File: config.mk
export PLATFORM = sky130hd
export DESIGN_NAME = mem_arbiter
export DESIGN_NICKNAME = d
export VERILOG_FILES = /design/src/rtl/mem_arb_pkg.sv /design/src/rtl/mem_arb_rr.sv /design/src/rtl/mem_arbiter.sv
export SDC_FILE = /design/constraint.sdc
export NUM_CORES = 1
export LEC_CHECK = 0
export ABC_CLOCK_PERIOD_IN_PS = 3200
export CAP_MARGIN = 20
export CORE_AREA = 5 5 282 284
export CTS_BUF_LIST = sky130_fd_sc_hd__clkbuf_8 sky130_fd_sc_hd__clkbuf_16
export DETAILED_ROUTE_END_ITERATION = 16
export DIE_AREA = 0 0 287 289
export GPL_TIMING_DRIVEN = 1
export MAX_ROUTING_LAYER = met4
export PLACE_DENSITY = 0.47
export SYNTH_ARGS = -nofsm -noshare
export SYNTH_HDL_FRONTEND = slang
export SYNTH_HIERARCHICAL = 1
export SYNTH_SLANG_ARGS = --single-unit
export TNS_END_PERCENT = 100
File: constraint.sdc
create_clock -name clk -period 3.2 [get_ports clk]
set_clock_uncertainty 0.1 [all_clocks]
set_input_delay 0.64 -clock clk [delete_from_list [all_inputs] [get_ports clk]]
set_output_delay 0.64 -clock clk [all_outputs]
set_load 0.1 [all_outputs]
File: src/rtl/mem_arb_pkg.sv
// Shared types and widths for the I/D cache to main-memory arbiter.
package mem_arb_pkg;

    localparam int ADDR_W = 28;
    localparam int LINE_W = 128;

    typedef enum logic [1:0] {IDLE, BUSY, RESP} arb_state_t;
    typedef enum logic       {REQ_I, REQ_D}     req_id_t;

endpackage

File: src/rtl/mem_arb_rr.sv
// Two-way round-robin picker: on a tie, the requester that was not granted last wins.
module mem_arb_rr
    import mem_arb_pkg::*;
(
    input  logic    req_i,
    input  logic    req_d,
    input  req_id_t last_grant,
    output logic    grant_valid,
    output req_id_t grant_id
);

    always_comb begin
        grant_valid = req_i | req_d;
        grant_id    = REQ_I;
        if (req_i && req_d) begin
            grant_id = (last_grant == REQ_I) ? REQ_D : REQ_I;
        end else if (req_d) begin
            grant_id = REQ_D;
        end
    end

endmodule

File: src/rtl/mem_arbiter.sv
// Serializes I-cache fills and D-cache fills/writebacks onto one line-wide memory port
// and routes each completion back to the cache that asked for it.
//
// state | meaning
// IDLE  | no transaction; sample requests and grant one
// BUSY  | memory transaction outstanding, request frozen
// RESP  | one-cycle cooldown while the served requester drops its level
module mem_arbiter #(
    parameter int ADDR_W = mem_arb_pkg::ADDR_W,
    parameter int LINE_W = mem_arb_pkg::LINE_W
) (
    input  logic              clk,
    input  logic              reset,
    input  logic              reqI_mem,
    input  logic [ADDR_W-1:0] reqAddrI_mem,
    output logic [LINE_W-1:0] data_to_icache,
    output logic              read_ready_to_icache,
    input  logic              reqD_mem,
    input  logic              reqD_cache_write,
    input  logic [ADDR_W-1:0] reqAddrD_mem,
    input  logic [LINE_W-1:0] data_to_mem_d,
    output logic [LINE_W-1:0] data_to_dcache,
    output logic              read_ready_to_dcache,
    output logic              written_data_ack_to_dcache,
    output logic              mem_req,
    output logic              mem_we,
    output logic [ADDR_W-1:0] mem_addr,
    output logic [LINE_W-1:0] mem_wdata,
    input  logic [LINE_W-1:0] mem_rdata,
    input  logic              mem_ready
);
    import mem_arb_pkg::*;

    arb_state_t        state_q,      state_d;
    req_id_t           last_grant_q, last_grant_d;
    req_id_t           cur_id_q,     cur_id_d;
    logic              mem_req_q,    mem_req_d;
    logic              mem_we_q,     mem_we_d;
    logic [ADDR_W-1:0] mem_addr_q,   mem_addr_d;
    logic [LINE_W-1:0] mem_wdata_q,  mem_wdata_d;
    logic [LINE_W-1:0] data_i_q,     data_i_d;
    logic [LINE_W-1:0] data_d_q,     data_d_d;
    logic              rdy_i_q,      rdy_i_d;
    logic              rdy_d_q,      rdy_d_d;
    logic              wr_ack_q,     wr_ack_d;

    logic    grant_valid;
    req_id_t grant_id;

    mem_arb_rr u_rr (
        .req_i       (reqI_mem),
        .req_d       (reqD_mem),
        .last_grant  (last_grant_q),
        .grant_valid (grant_valid),
        .grant_id    (grant_id)
    );

    always_comb begin
        state_d      = state_q;
        last_grant_d = last_grant_q;
        cur_id_d     = cur_id_q;
        mem_req_d    = mem_req_q;
        mem_we_d     = mem_we_q;
        mem_addr_d   = mem_addr_q;
        mem_wdata_d  = mem_wdata_q;
        data_i_d     = data_i_q;
        data_d_d     = data_d_q;
        rdy_i_d      = 1'b0;
        rdy_d_d      = 1'b0;
        wr_ack_d     = 1'b0;

        case (state_q)
            IDLE: begin
                if (grant_valid) begin
                    cur_id_d     = grant_id;
                    last_grant_d = grant_id;
                    mem_req_d    = 1'b1;
                    state_d      = BUSY;
                    if (grant_id == REQ_D) begin
                        mem_we_d   = reqD_cache_write;
                        mem_addr_d = reqAddrD_mem;
                        if (reqD_cache_write) begin
                            mem_wdata_d = data_to_mem_d;
                        end
                    end else begin
                        mem_we_d   = 1'b0;
                        mem_addr_d = reqAddrI_mem;
                    end
                end
            end
            BUSY: begin
                if (mem_ready) begin
                    mem_req_d = 1'b0;
                    state_d   = RESP;
                    if (cur_id_q == REQ_I) begin
                        rdy_i_d  = 1'b1;
                        data_i_d = mem_rdata;
                    end else if (mem_we_q) begin
                        wr_ack_d = 1'b1;
                    end else begin
                        rdy_d_d  = 1'b1;
                        data_d_d = mem_rdata;
                    end
                end
            end
            // The served requester's level is still high here; skip a sample.
            RESP:    state_d = IDLE;
            default: state_d = IDLE;
        endcase
    end

    always_ff @(posedge clk) begin
        if (reset) begin
            state_q      <= IDLE;
            last_grant_q <= REQ_I;
            cur_id_q     <= REQ_I;
            mem_req_q    <= 1'b0;
            mem_we_q     <= 1'b0;
            mem_addr_q   <= '0;
            mem_wdata_q  <= '0;
            data_i_q     <= '0;
            data_d_q     <= '0;
            rdy_i_q      <= 1'b0;
            rdy_d_q      <= 1'b0;
            wr_ack_q     <= 1'b0;
        end else begin
            state_q      <= state_d;
            last_grant_q <= last_grant_d;
            cur_id_q     <= cur_id_d;
            mem_req_q    <= mem_req_d;
            mem_we_q     <= mem_we_d;
            mem_addr_q   <= mem_addr_d;
            mem_wdata_q  <= mem_wdata_d;
            data_i_q     <= data_i_d;
            data_d_q     <= data_d_d;
            rdy_i_q      <= rdy_i_d;
            rdy_d_q      <= rdy_d_d;
            wr_ack_q     <= wr_ack_d;
        end
    end

    assign mem_req                    = mem_req_q;
    assign mem_we                     = mem_we_q;
    assign mem_addr                   = mem_addr_q;
    assign mem_wdata                  = mem_wdata_q;
    assign data_to_icache             = data_i_q;
    assign data_to_dcache             = data_d_q;
    assign read_ready_to_icache       = rdy_i_q;
    assign read_ready_to_dcache       = rdy_d_q;
    assign written_data_ack_to_dcache = wr_ack_q;

endmodule

==> run metrics <==
crit share post-route roughly 69%; critical path class in2reg; CP endpoint kind flop; Fill cells 7942; leakage power 11.3 nW; Via-to-Cell Ratio between 4 and 5; GP Congestion 0.828; core area 76800 µm²; final net count around 2800; Rows 102; HP Start data_to_icache[32]; Iter 0 DRT Violations 541; post-DR wirelength/cell approximately 18 µm; number of max-cap violations 0; initial core utilization 22.4%; Seq/Total Area, Yosys 48.8%; Synth Area in Compound Gates under 10%; first-pass GRT wire length 94600 µm; Crit Path Max Fanout 38; max-slew violations 0; Slew Limit Headroom 47.3%; final core occ 34.5%; RSZ-0062 raised after global routing no; pin count of the biggest net entering global routing 125; VDD IR max 0.337 mV; mux share of post-synthesis cell area 16.6%; DRC violations left 0; CTS buffer count 51; post-synthesis xor/xnor area fraction 0%; Sink Count 420; Setup violations, final 0; Ys Warns 6; Critical Path Start mem_ready; adder and majority gate portion of the synthesized area 0%; worst slack, placed 0.391 ns; Worst-Skew Late Latency around 0.58 ns; Max Clk Rate 0.452 GHz; Worst R2R Start state_q[0]; Setup Buffers After CTS 0; setup TNS 0 ns; H-tree level count 2; Final ANT Viol Nets 0; Cell variety after synth 27; clk slew on worst S/H paths 0.06 ns; input/output buffers 734; status finished, final reports clean; Max clock buf depth 3; Tot GR Track Use 15.1%; Post-Syn Area between 15000 and 20000 µm²; routed vias about 15000; drt pass-1 iters 5; GR Overflow Total 0; Post-Syn Instances around 1800; die width ~290 µm; post-DP HPWL 49400 µm; Hold WC Path Type reg2reg; number of synthesized register bits 420; Simple-Gate Fraction of Synth Area 25.4%; TritonCTS clock tree done; cts repair resizes 0; Critical Path RT 3.56 ns; DRT Wirelength between 60000 and 70000 µm; Critical Path Start Type input port; number of global-route vias before repair 14800; Hold Buf Count CTS 0; area delta synth->final 53.8%; Critical Path AT 2.57 ns; die height 289 µm; die area 82900 µm²; area leader, netlist dfxtp_1; synth top area cells dfxtp_1 (49%), nand2b_1 (19%), mux2i_1 (17%); clk root buf clkbuf_16; Mean Syn Cell Area 9.45 µm²; PD cells 561 nW/µm²; initial antenna violation count 11; largest family of logic cells by synthesized area simple AND/OR/NAND/NOR gates; Final Hold Fails 0; Period minus WS final between 2 and 2.5 ns; Ports between 700 and 800; final worst slack 0.987 ns; top-area cell type share of the netlist area 48.8%; worst slew pin tran 0.790 ns; synthesized net count 2141; share of layout cells above drive strength 1 a little over a fifth
worst max-delay path: stages:
cell             delay [ns]
clkdlybuf4s50_1        0.59
nand3b_1               0.16
or3b_4                 0.67
buf_12                 0.30
mux2i_1                0.16
sequential cells by signal, summed over array words and instances, names as in the netlist:
name / flops
read_ready_to_icache: 1
mem_wdata: 128
read_ready_to_dcache: 1
mem_we: 1
mem_addr: 28
mem_req: 1
written_data_ack_to_dcache: 1
cur_id_q: 1
state_q: 2
data_to_dcache: 128
data_to_icache: 128
cell usage in the layout, fill, tap and decap left out, types with 2 or more instances in the layout:
| cell | count |
|---|---|
| buf_12 | 15 |
| dfxtp_1 | 420 |
| bufinv_16 | 6 |
| clkbuf_16 | 52 |
| diode_2 | 11 |
| inv_6 | 2 |
| a21oi_1 | 130 |
| nor2_1 | 32 |
| mux2i_1 | 285 |
| clkinv_2 | 14 |
| clkinvlp_4 | 3 |
| a211oi_1 | 28 |
| nand2_1 | 256 |
| inv_1 | 5 |
| nand2b_1 | 513 |
| clkdlybuf4s50_1 | 316 |
| clkbuf_8 | 14 |
| buf_4 | 437 |
metrics by stage:
| step | power (mW) | instance area (µm²) | hold slack (ns) | std cells |
|---|---|---|---|---|
| floorplan | 7.79 | 17200 | 0.384 | 1823 |
| global placement | 8.82 | 24600 | 0.343 | 3489 |
| detailed placement | 8.84 | 24600 | 0.347 | 3489 |
| CTS | 15.2 | 26500 | 0.356 | 3585 |
| global route | 15.5 | 26500 | 0.376 | 3596 |
| finish | 14.9 | 26500 | 0.354 | 3596 |
area by class of cell:
cell class	instances	area [µm²]	share of cell area [%]
Tap cell	1040	1300	4.91
Sequential cell	420	8410	31.7
Multi-Input combinational cell	1259	8170	30.9
Inverter	1	3.75	0.0142
Timing Repair Buffer	769	6760	25.5
Antenna cell	11	27.5	0.104
Clock inverter	30	322	1.21
Clock buffer	66	1490	5.64
routing by layer:
layer	wire, µm	GRT usage [%]	share of wire (%)	vias up
li1	-	-	-	7286
met1	25200	16.5	39	6844
met2	32700	25.9	50	471
met3	6030	5.81	9.2	91
met4	1550	4.37	2.4	0
met5	0	-	0	-
worst paths after layout:
kind | slack, ns | end | depth (start not counted)
min reg2reg | 0.35 | data_to_icache[32] | 2
min | 0.35 | data_to_icache[32] | 2
max reg2reg | 1.12 | data_to_dcache[73] | 4
max | 0.99 | data_to_dcache[73] | 5
logic make-up after synthesis:
logic type,count (synthesis)
flip-flops,420
buffers and inverters,144
multiplexers,285
AO/OA/AOI/OAI,162
AND/OR/NAND/NOR,812
Yosys cell counts:
cell type / instances
a21boi_1: 1
and3_1: 2
nand3_1: 1
a21oi_1: 130
a211oi_1: 28
clkbuf_1: 92
a2111oi_0: 1
nor3b_2: 1
nor4bb_1: 1
or3b_1: 1
o21bai_1: 1
buf_1: 10
nand3b_1: 1
or2_1: 1
inv_1: 1
nand2b_1: 513
o21ai_0: 1
nand2_1: 256
dfxtp_1: 420
buf_6: 13
buf_2: 18
nor2_1: 32
nor2b_1: 1
nand4bb_1: 1
mux2i_1: 285
nor3_1: 1
buf_4: 10
power by group:
group	switching [mW]	internal, mW
Clock	2.41	3.77
Sequential	0.126	5.44
Combinational	2.16	0.960
(Power assumes the default switching activity.)
